<file path="src/rtl/gen_div_if.sv">
// gen_div_if: start/busy/done handshake and operand/result bus for gen_div
interface gen_div_if #(parameter int DATA_WIDTH = 16) ();
    logic                    start;
    logic [2*DATA_WIDTH-1:0] dividend;
    logic [DATA_WIDTH-1:0]   divisor;
    logic                    busy;
    logic                    done;
    logic [DATA_WIDTH-1:0]   quotient;
    logic [DATA_WIDTH-1:0]   remainder;
    logic                    overflow;
    logic                    div_by_zero;

    modport master (
        output start, dividend, divisor,
        input  busy, done, quotient, remainder, overflow, div_by_zero
    );

    modport slave (
        input  start, dividend, divisor,
        output busy, done, quotient, remainder, overflow, div_by_zero
    );
endinterface

</file>
<file path="src/rtl/gen_div.sv">
// gen_div: multi-cycle signed restoring divider, 2W-bit dividend by W-bit divisor, fixed latency.
// Define GEN_DIV_SAT_EN to saturate the quotient on overflow instead of wrapping it.
module gen_div #(
    parameter int DATA_WIDTH = 16
) (
    input logic     clk,
    input logic     rst_n,
    gen_div_if.slave bus
);
    localparam int W  = DATA_WIDTH;
    localparam int CW = $clog2(2 * W);

    typedef enum logic [1:0] {IDLE, CALC, FIX, DONE} state_t;

    state_t          state, state_nxt;
    logic [CW-1:0]   cnt;
    logic [2*W-1:0]  acc;
    logic [W:0]      rem;
    logic [W-1:0]    dvs;
    logic [W-1:0]    dvd_lo;
    logic            dneg, qneg, dz;
    logic [W+1:0]    sh, diff;
    logic            ge;
    logic [2*W:0]    q_s;
    logic            ovf;
    logic [W-1:0]    q_fix;
    logic            busy_q, done_q, ovf_q, dz_q;
    logic [W-1:0]    quot_q, rem_q;

    // Next-state logic: CALC runs exactly 2W iterations, FIX and DONE one cycle each
    always_comb begin
        state_nxt = state;
        unique case (state)
            IDLE:    state_nxt = bus.start ? CALC : IDLE;
            CALC:    state_nxt = (cnt == CW'(2 * W - 1)) ? FIX : CALC;
            FIX:     state_nxt = DONE;
            default: state_nxt = IDLE;
        endcase
    end

    // One restoring step plus sign fix-up; the quotient is kept in 2W+1 bits so -2^(2W-1) never wraps
    always_comb begin
        sh    = {rem, acc[2*W-1]};
        diff  = sh - {2'b00, dvs};
        ge    = ~diff[W+1];
        q_s   = qneg ? -{1'b0, acc} : {1'b0, acc};
        ovf   = ~(&q_s[2*W:W-1] | ~|q_s[2*W:W-1]);
`ifdef GEN_DIV_SAT_EN
        q_fix = ovf ? (q_s[2*W] ? {1'b1, {(W-1){1'b0}}} : {1'b0, {(W-1){1'b1}}}) : q_s[W-1:0];
`else
        q_fix = q_s[W-1:0];
`endif
    end

    // State register; busy/done are registered so done lands one cycle after the DONE state
    always_ff @(posedge clk or negedge rst_n) begin
        if (!rst_n) begin
            state  <= IDLE;
            busy_q <= 1'b0;
            done_q <= 1'b0;
        end else begin
            state  <= state_nxt;
            busy_q <= state_nxt != IDLE;
            done_q <= state == DONE;
        end
    end

    // Datapath: latch magnitudes on start, iterate in CALC, register signed results in FIX
    always_ff @(posedge clk or negedge rst_n) begin
        if (!rst_n) begin
            cnt    <= '0;
            acc    <= '0;
            rem    <= '0;
            dvs    <= '0;
            dvd_lo <= '0;
            dneg   <= 1'b0;
            qneg   <= 1'b0;
            dz     <= 1'b0;
            quot_q <= '0;
            rem_q  <= '0;
            ovf_q  <= 1'b0;
            dz_q   <= 1'b0;
        end else begin
            unique case (state)
                IDLE: if (bus.start) begin
                    acc    <= bus.dividend[2*W-1] ? -bus.dividend : bus.dividend;
                    dvs    <= bus.divisor[W-1] ? -bus.divisor : bus.divisor;
                    dvd_lo <= bus.dividend[W-1:0];
                    dneg   <= bus.dividend[2*W-1];
                    qneg   <= bus.dividend[2*W-1] ^ bus.divisor[W-1];
                    dz     <= bus.divisor == '0;
                    rem    <= '0;
                    cnt    <= '0;
                    ovf_q  <= 1'b0;
                    dz_q   <= 1'b0;
                end
                CALC: begin
                    rem <= ge ? diff[W:0] : sh[W:0];
                    acc <= {acc[2*W-2:0], ge};
                    cnt <= cnt + 1'b1;
                end
                FIX: begin
                    quot_q <= dz ? '1 : q_fix;
                    rem_q  <= dz ? dvd_lo : (dneg ? -rem[W-1:0] : rem[W-1:0]);
                    ovf_q  <= ~dz & ovf;
                    dz_q   <= dz;
                end
                default: ;
            endcase
        end
    end

    assign bus.busy        = busy_q;
    assign bus.done        = done_q;
    assign bus.quotient    = quot_q;
    assign bus.remainder   = rem_q;
    assign bus.overflow    = ovf_q;
    assign bus.div_by_zero = dz_q;
endmodule

</file>
<file path="src/flat_wrapper.sv">
// flat-port wrapper written by rule: the top's interface ports become plain ports
module gen_div_flat 
#(
    parameter int DATA_WIDTH = 16
)
  (clk, rst_n, bus_start, bus_dividend, bus_divisor, bus_busy, bus_done, bus_quotient, bus_remainder, bus_overflow, bus_div_by_zero);
  gen_div_if #(.DATA_WIDTH(DATA_WIDTH)) bus_i ();
  input logic clk;
  input logic rst_n;
  input wire logic [$bits(bus_i.start)-1:0] bus_start;
  input wire logic [$bits(bus_i.dividend)-1:0] bus_dividend;
  input wire logic [$bits(bus_i.divisor)-1:0] bus_divisor;
  output wire logic [$bits(bus_i.busy)-1:0] bus_busy;
  output wire logic [$bits(bus_i.done)-1:0] bus_done;
  output wire logic [$bits(bus_i.quotient)-1:0] bus_quotient;
  output wire logic [$bits(bus_i.remainder)-1:0] bus_remainder;
  output wire logic [$bits(bus_i.overflow)-1:0] bus_overflow;
  output wire logic [$bits(bus_i.div_by_zero)-1:0] bus_div_by_zero;
  assign bus_i.start = bus_start;
  assign bus_i.dividend = bus_dividend;
  assign bus_i.divisor = bus_divisor;
  assign bus_busy = bus_i.busy;
  assign bus_done = bus_i.done;
  assign bus_quotient = bus_i.quotient;
  assign bus_remainder = bus_i.remainder;
  assign bus_overflow = bus_i.overflow;
  assign bus_div_by_zero = bus_i.div_by_zero;
  gen_div #(.DATA_WIDTH(DATA_WIDTH)) u_core (.clk(clk), .rst_n(rst_n), .bus(bus_i));
endmodule
</file>
<file path="config.mk">
export PLATFORM = sky130hd
export DESIGN_NAME = gen_div_flat
export DESIGN_NICKNAME = d
export VERILOG_FILES = /design/src/rtl/gen_div_if.sv /design/src/rtl/gen_div.sv /design/src/flat_wrapper.sv
export SDC_FILE = /design/constraint.sdc
export NUM_CORES = 1
export LEC_CHECK = 0
export ABC_AREA = 1
export BUFFER_PORTS_ARGS = -buffer_cell sky130_fd_sc_hd__buf_2
export CORE_ASPECT_RATIO = 1.75
export CORE_MARGIN = 2
export CORE_UTILIZATION = 45
export DETAILED_ROUTE_END_ITERATION = 8
export GPL_ROUTABILITY_DRIVEN = 0
export GPL_TIMING_DRIVEN = 0
export HOLD_SLACK_MARGIN = 0.03
export SKIP_CTS_REPAIR_TIMING = 1
export SYNTH_ARGS = -nofsm -noshare
export SYNTH_HDL_FRONTEND = slang
export SYNTH_SLANG_ARGS = --single-unit
</file>
<file path="constraint.sdc">
create_clock -name clk -period 4.58 [get_ports clk]
set_clock_uncertainty 0.1 [all_clocks]
set_input_delay 0.916 -clock clk [delete_from_list [all_inputs] [get_ports clk]]
set_output_delay 0.916 -clock clk [all_outputs]
set_load 0.05 [all_outputs]
</file>
Word level (Yosys, flattened, before mapping) --
Cells that the tools add are included.
Storage, ports and cells: bits in registers 127
Operators by class: bitwise operators 6, reduce and logical (&&, ||, !) cells 11, $add $sub $neg 6, eq/ne operators 5, muxes and demuxes 19
Operator list (number):
- two-way mux 16 bit | 4
- two-way mux 32 bit | 2
- one-hot mux 32 bit (2 select lines) | 1
- two-way mux 17 bit | 2
- one-hot mux 17 bit (2 select lines) | 1
- two-way mux 33 bit | 1
- negator 32 -> 33 bit | 1
- negator 16 bit | 2
- negator 32 bit | 1
- AND reduction 18 bit | 1
- OR reduction 18 bit | 1
- subtractor 18 x 16 -> 18 bit | 1
- zero test 16 bit | 1
- one-hot mux 5 bit (2 select lines) | 1
- one-hot mux 2 bit (3 select lines) | 1
- AND reduction 2 bit | 3
- nonzero test 2 bit | 3
- adder 5 x 1 -> 5 bit (second input constant) | 1
- == test 5 bit (second input constant) | 1
- two-way mux 5 bit | 1
- == test 2 bit (second input constant) | 2
- one-hot mux 1 bit (2 select lines) | 2
- inverter 1 bit | 3
- == test 2 x 1 -> 1 bit (second input constant) | 1
- 8 further kinds | 9

Longest topological paths before layout --
depth in word-level cells 8, depth in mapped cells 16

Worst setup path after synthesis --
No wires, ideal clock.
path type input to register, start point input port bus_dividend[1], end point register u_core.acc[28], arrival 2.105 ns, required time 4.385 ns, path slack 2.279 ns, stages 10, cell sequence inv_1 > ha_1 > nand3_1 > nor2_1 > nand3_1 > inv_1 > nand2_1 > o21ai_2 > a21boi_0 > o31ai_1
On the way: word-level cells in the longest chain between the ends 4
Ends and longest elaborated chain:
- start, declared | line flat_wrapper.sv:11 | input wire logic [$bits(bus_i.dividend)-1:0] bus_dividend;
- negator 32 bit | line gen_div.sv:86 | acc <= bus.dividend[2*W-1] ? -bus.dividend : bus.dividend;
- two-way mux 32 bit | line gen_div.sv:86
- two-way mux 32 bit | line gen_div.sv:85 | IDLE: if (bus.start) begin
- one-hot mux 32 bit (2 select lines) | line gen_div.sv:84 | unique case (state)
- end signal, assigned | line gen_div.sv:86
- end signal, assigned | line gen_div.sv:99 | acc <= {acc[2*W-2:0], ge};
- end, declared | line gen_div.sv:17 | logic [2*W-1:0] acc;
Every way passes these cells. The select of a mux whose other input is x is not followed. A chain may end at the register's enable or synchronous reset.

Worst setup path after layout --
Same ends and word-level chain as after synthesis.

==> impl_metrics.env <==
export IMPL_outcome="finished, final reports clean"
export IMPL_top_library_cells_by_usage_in_the_layout_fill_and_taps_aside="nand2_1 (299), dfrtp_1 (127), nor2_1 (121)"
export IMPL_route_detailed_vias_per_inst=5.38
export IMPL_hold_violations=0
export IMPL_globalRouteOverflowTotal=0
export IMPL_layout_area_overhead_vs_synth_pct=15.3
export IMPL_placed_area_mm2=0.00933
export IMPL_grt_pass1_vias=8644
export IMPL_cp_data_arrival_time_ns=2.83
export IMPL_cts_root_buf="clkbuf_16"
export IMPL_mostFrequentLayoutCell="nand2_1"
export IMPL_initial_utilization_pct=45.9
export IMPL_cp_top_family="simple AND/OR/NAND/NOR gates"
export IMPL_die_area_mm2=0.0202
export IMPL_cap_violations=0
export IMPL_post_synth_cell_area_avg_um2=7.30
export IMPL_max_clock_path_buffers=2
export IMPL_cts_inserted_buffers=17
export IMPL_worstSetupPathType="in -> reg"
export IMPL_detail_route_first_pass_iterations=5
export IMPL_worst_setup_hold_path_clk_slew_ns=0.06
export IMPL_finalWirelength_um=28000
export IMPL_yosys_register_bits=127
export IMPL_num_antenna_cells=0
export IMPL_multiInputGateArea_mm2=0.00473
export IMPL_critical_path_buf_inv_count=3
export IMPL_largest_fanout_of_any_net_on_the_critical_path=4
export IMPL_setup_viol=0
export IMPL_top_layer="met4"
export IMPL_drive_above_1_share_pct=14.4
export IMPL_cellPowerDensity_mw_per_mm2=754
export IMPL_design_final_nets=1353
export IMPL_tightest_slew_ns=0.669
export IMPL_cellLeakagePower_nw=4.75
export IMPL_clock_tree_from_tritoncts="built"
export IMPL_drt_drc_violations_left=0
export IMPL_floorplan_die_width_um=108
export IMPL_p_total_w=0.00745
export IMPL_pre_cts_slack_ns=1.55
export IMPL_antenna_violations_before_repair=0
export IMPL_grt_usage_pct=29.0
export IMPL_floorplan_die_height_um=187
export IMPL_worst_setup_path_start_kind="input port"
export IMPL_crit_slowest_cell="nor2_1"
export IMPL_ios=87
export IMPL_grt_pass1_wl_um=44400
export IMPL_setup_total_negative_slack_ns=0
export IMPL_critical_path_cell_chain="buf_2 -> inv_1 -> ha_1 -> nand3_1 -> nor2_1 -> nand3_1 -> inv_1 -> nand2_1 -> o21ai_2 -> a21boi_0 -> o31ai_1"
export IMPL_met2RoutedLength_um=15600
export IMPL_layout_cell_area_non_filler_mm2=0.00988
export IMPL_syn_area_mm2=0.00857
export IMPL_critPathMaxStageDelay_ns=0.29
export IMPL_core_region_area_mm2=0.0187
export IMPL_asyncSetResetFlopFracSynth_pct=100
export IMPL_filler_cell_count_in_the_final_layout=2002
export IMPL_dr_wl_met3_um=799
export IMPL_timing_final_ws_setup_ns=1.97
export IMPL_cts_sinks=127
export IMPL_clock_latency_ns=0.41
export IMPL_layout_worst_path_cycle_share_pct=57.1
export IMPL_first_iter_violations=472
export IMPL_row_cnt=66
export IMPL_via_count=8224
export IMPL_worst_endpoint_required_ns=4.80
export IMPL_synth_sequential_area_ratio_pct=37.1
export IMPL_synth_enable_flop_cells=0
export IMPL_htreeDepth=4
export IMPL_maxSlewHeadroom_pct=54.9
export IMPL_synthCells=1173
export IMPL_route_detailed_wl_per_inst_um=18.3
export IMPL_yosys_cell_types_count=52
export IMPL_yosys_area_top_type_share_pct=37.1
export IMPL_yosysTopAreaCell="dfrtp_1"
export IMPL_report_final_slew_viol_count=0
export IMPL_numPortBuffers=86
export IMPL_dominantRegCellSynth="dfrtp_1"
export IMPL_wl_met1_um=9510
export IMPL_remaining_antenna_violation_count_after_routing=0
export IMPL_endpoint_kind="flip-flop"
export IMPL_post_dp_hpwl_um=22700
export IMPL_ys_warn_count=0
export IMPL_grt_setup_unrepaired="no"
export IMPL_fmax_ghz=0.383
export IMPL_worst_voltage_drop_across_the_vdd_grid_v=0.000343
export IMPL_maximum_number_of_pins_on_one_net_before_global_route_repair=71
export IMPL_finalCriticalPeriod_ns=2.61
export IMPL_holdCritPathClass="reg -> reg"
export IMPL_post_route_util_pct=52.9
export IMPL_netlist_top_cells_area="dfrtp_1 (37%), nand2_1 (13%), o21ai_0 (5.5%)"
export IMPL_area_sequential_mm2=0.00318
export IMPL_synth_net_count=1247
-- worst paths after layout --
path / startpoint / to / slack, ns / cells after the start
setup / recovery: bus_dividend[1] / u_core.acc[28]$_DFFE_PN0P_ / 1.97 / 11
hold / removal: u_core.dvd_lo[10]$_DFFE_PN0P_ / u_core.dvd_lo[10]$_DFFE_PN0P_ / 0.38 / 2
setup reg to reg: u_core.acc[31]$_DFFE_PN0P_ / u_core.rem[12]$_DFFE_PN0P_ / 2.01 / 13
hold reg to reg: u_core.dvd_lo[10]$_DFFE_PN0P_ / u_core.dvd_lo[10]$_DFFE_PN0P_ / 0.38 / 2
max in group asynchronous: rst_n / u_core.dvs[8]$_DFFE_PN0P_ / 3.23 / 2
min in group asynchronous: rst_n / u_core.bus.quotient[15]$_DFFE_PN0P_ / 0.41 / 1
-- per-layer routing --
| layer | up-vias | GRT usage, % |
|---|---|---|
| met5 | - | 0 |
| met2 | 210 | 55.1 |
| met3 | 109 | 3.63 |
| met1 | 3819 | 27.9 |
| met4 | 0 | 20.0 |
| li1 | 4086 | - |
-- synth_stat cells, types with 9 or more instances --
cell type / instances
o21ai_0: 95
a22oi_1: 27
nand2_2: 13
xnor2_1: 21
nand2_1: 299
nor3_1: 15
xor2_1: 40
buf_2: 9
nand4_1: 11
o211ai_1: 13
a21oi_1: 24
inv_1: 119
o21ai_1: 9
nand3_1: 74
ha_1: 22
dfrtp_1: 127
clkbuf_1: 24
nor2_1: 121
-- final cells by class --
class | count | area share, %
Multi-Input combinational cell | 882 | 47.9
Sequential cell | 127 | 32.2
Clock buffer | 25 | 5.01
Inverter | 126 | 4.79
Timing Repair Buffer | 87 | 4.70
Tap cell | 238 | 3.01
Buffer | 38 | 1.87
Clock inverter | 6 | 0.582
-- flip-flops by register name, indices dropped and copies added, names as in the netlist, 2 cells and up --
signal and cells:
u_core.state 2, u_core.dvs 16, u_core.bus.remainder 16, u_core.acc 32, u_core.bus.quotient 16, u_core.dvd_lo 16
u_core.rem 17, u_core.cnt 5
-- per-stage QoR --
step	hold WS, ns	std cells
after floorplan	0.349	1173
after global placement	0.368	1497
after detailed placement	0.370	1498
after CTS	0.383	1529
after global routing	0.405	1529
final	0.380	1529
-- worst min-delay path: stages, from the launching register on --
cell     delay [ns]
dfrtp_1        0.34
nand2_1        0.05
nand2_1        0.06
-- power by group --
part	internal (W)	switching [W]	leakage [nW]
sequential	0.00156	0.000456	1.51
clock	0.000798	0.000492	0.273
combinational	0.00148	0.00266	2.97
-- logic make-up after synthesis --
| group | count (synthesis) | synth area share (%) |
|---|---|---|
| buf+inv | 164 | 7.68 |
| compound gates | 224 | 16.3 |
| xor+xnor | 61 | 6.24 |
| simple gates | 574 | 29.3 |
| fa+ha+maj | 23 | 3.45 |
| flops | 127 | 37.1 |
(Power assumes the default switching activity.)
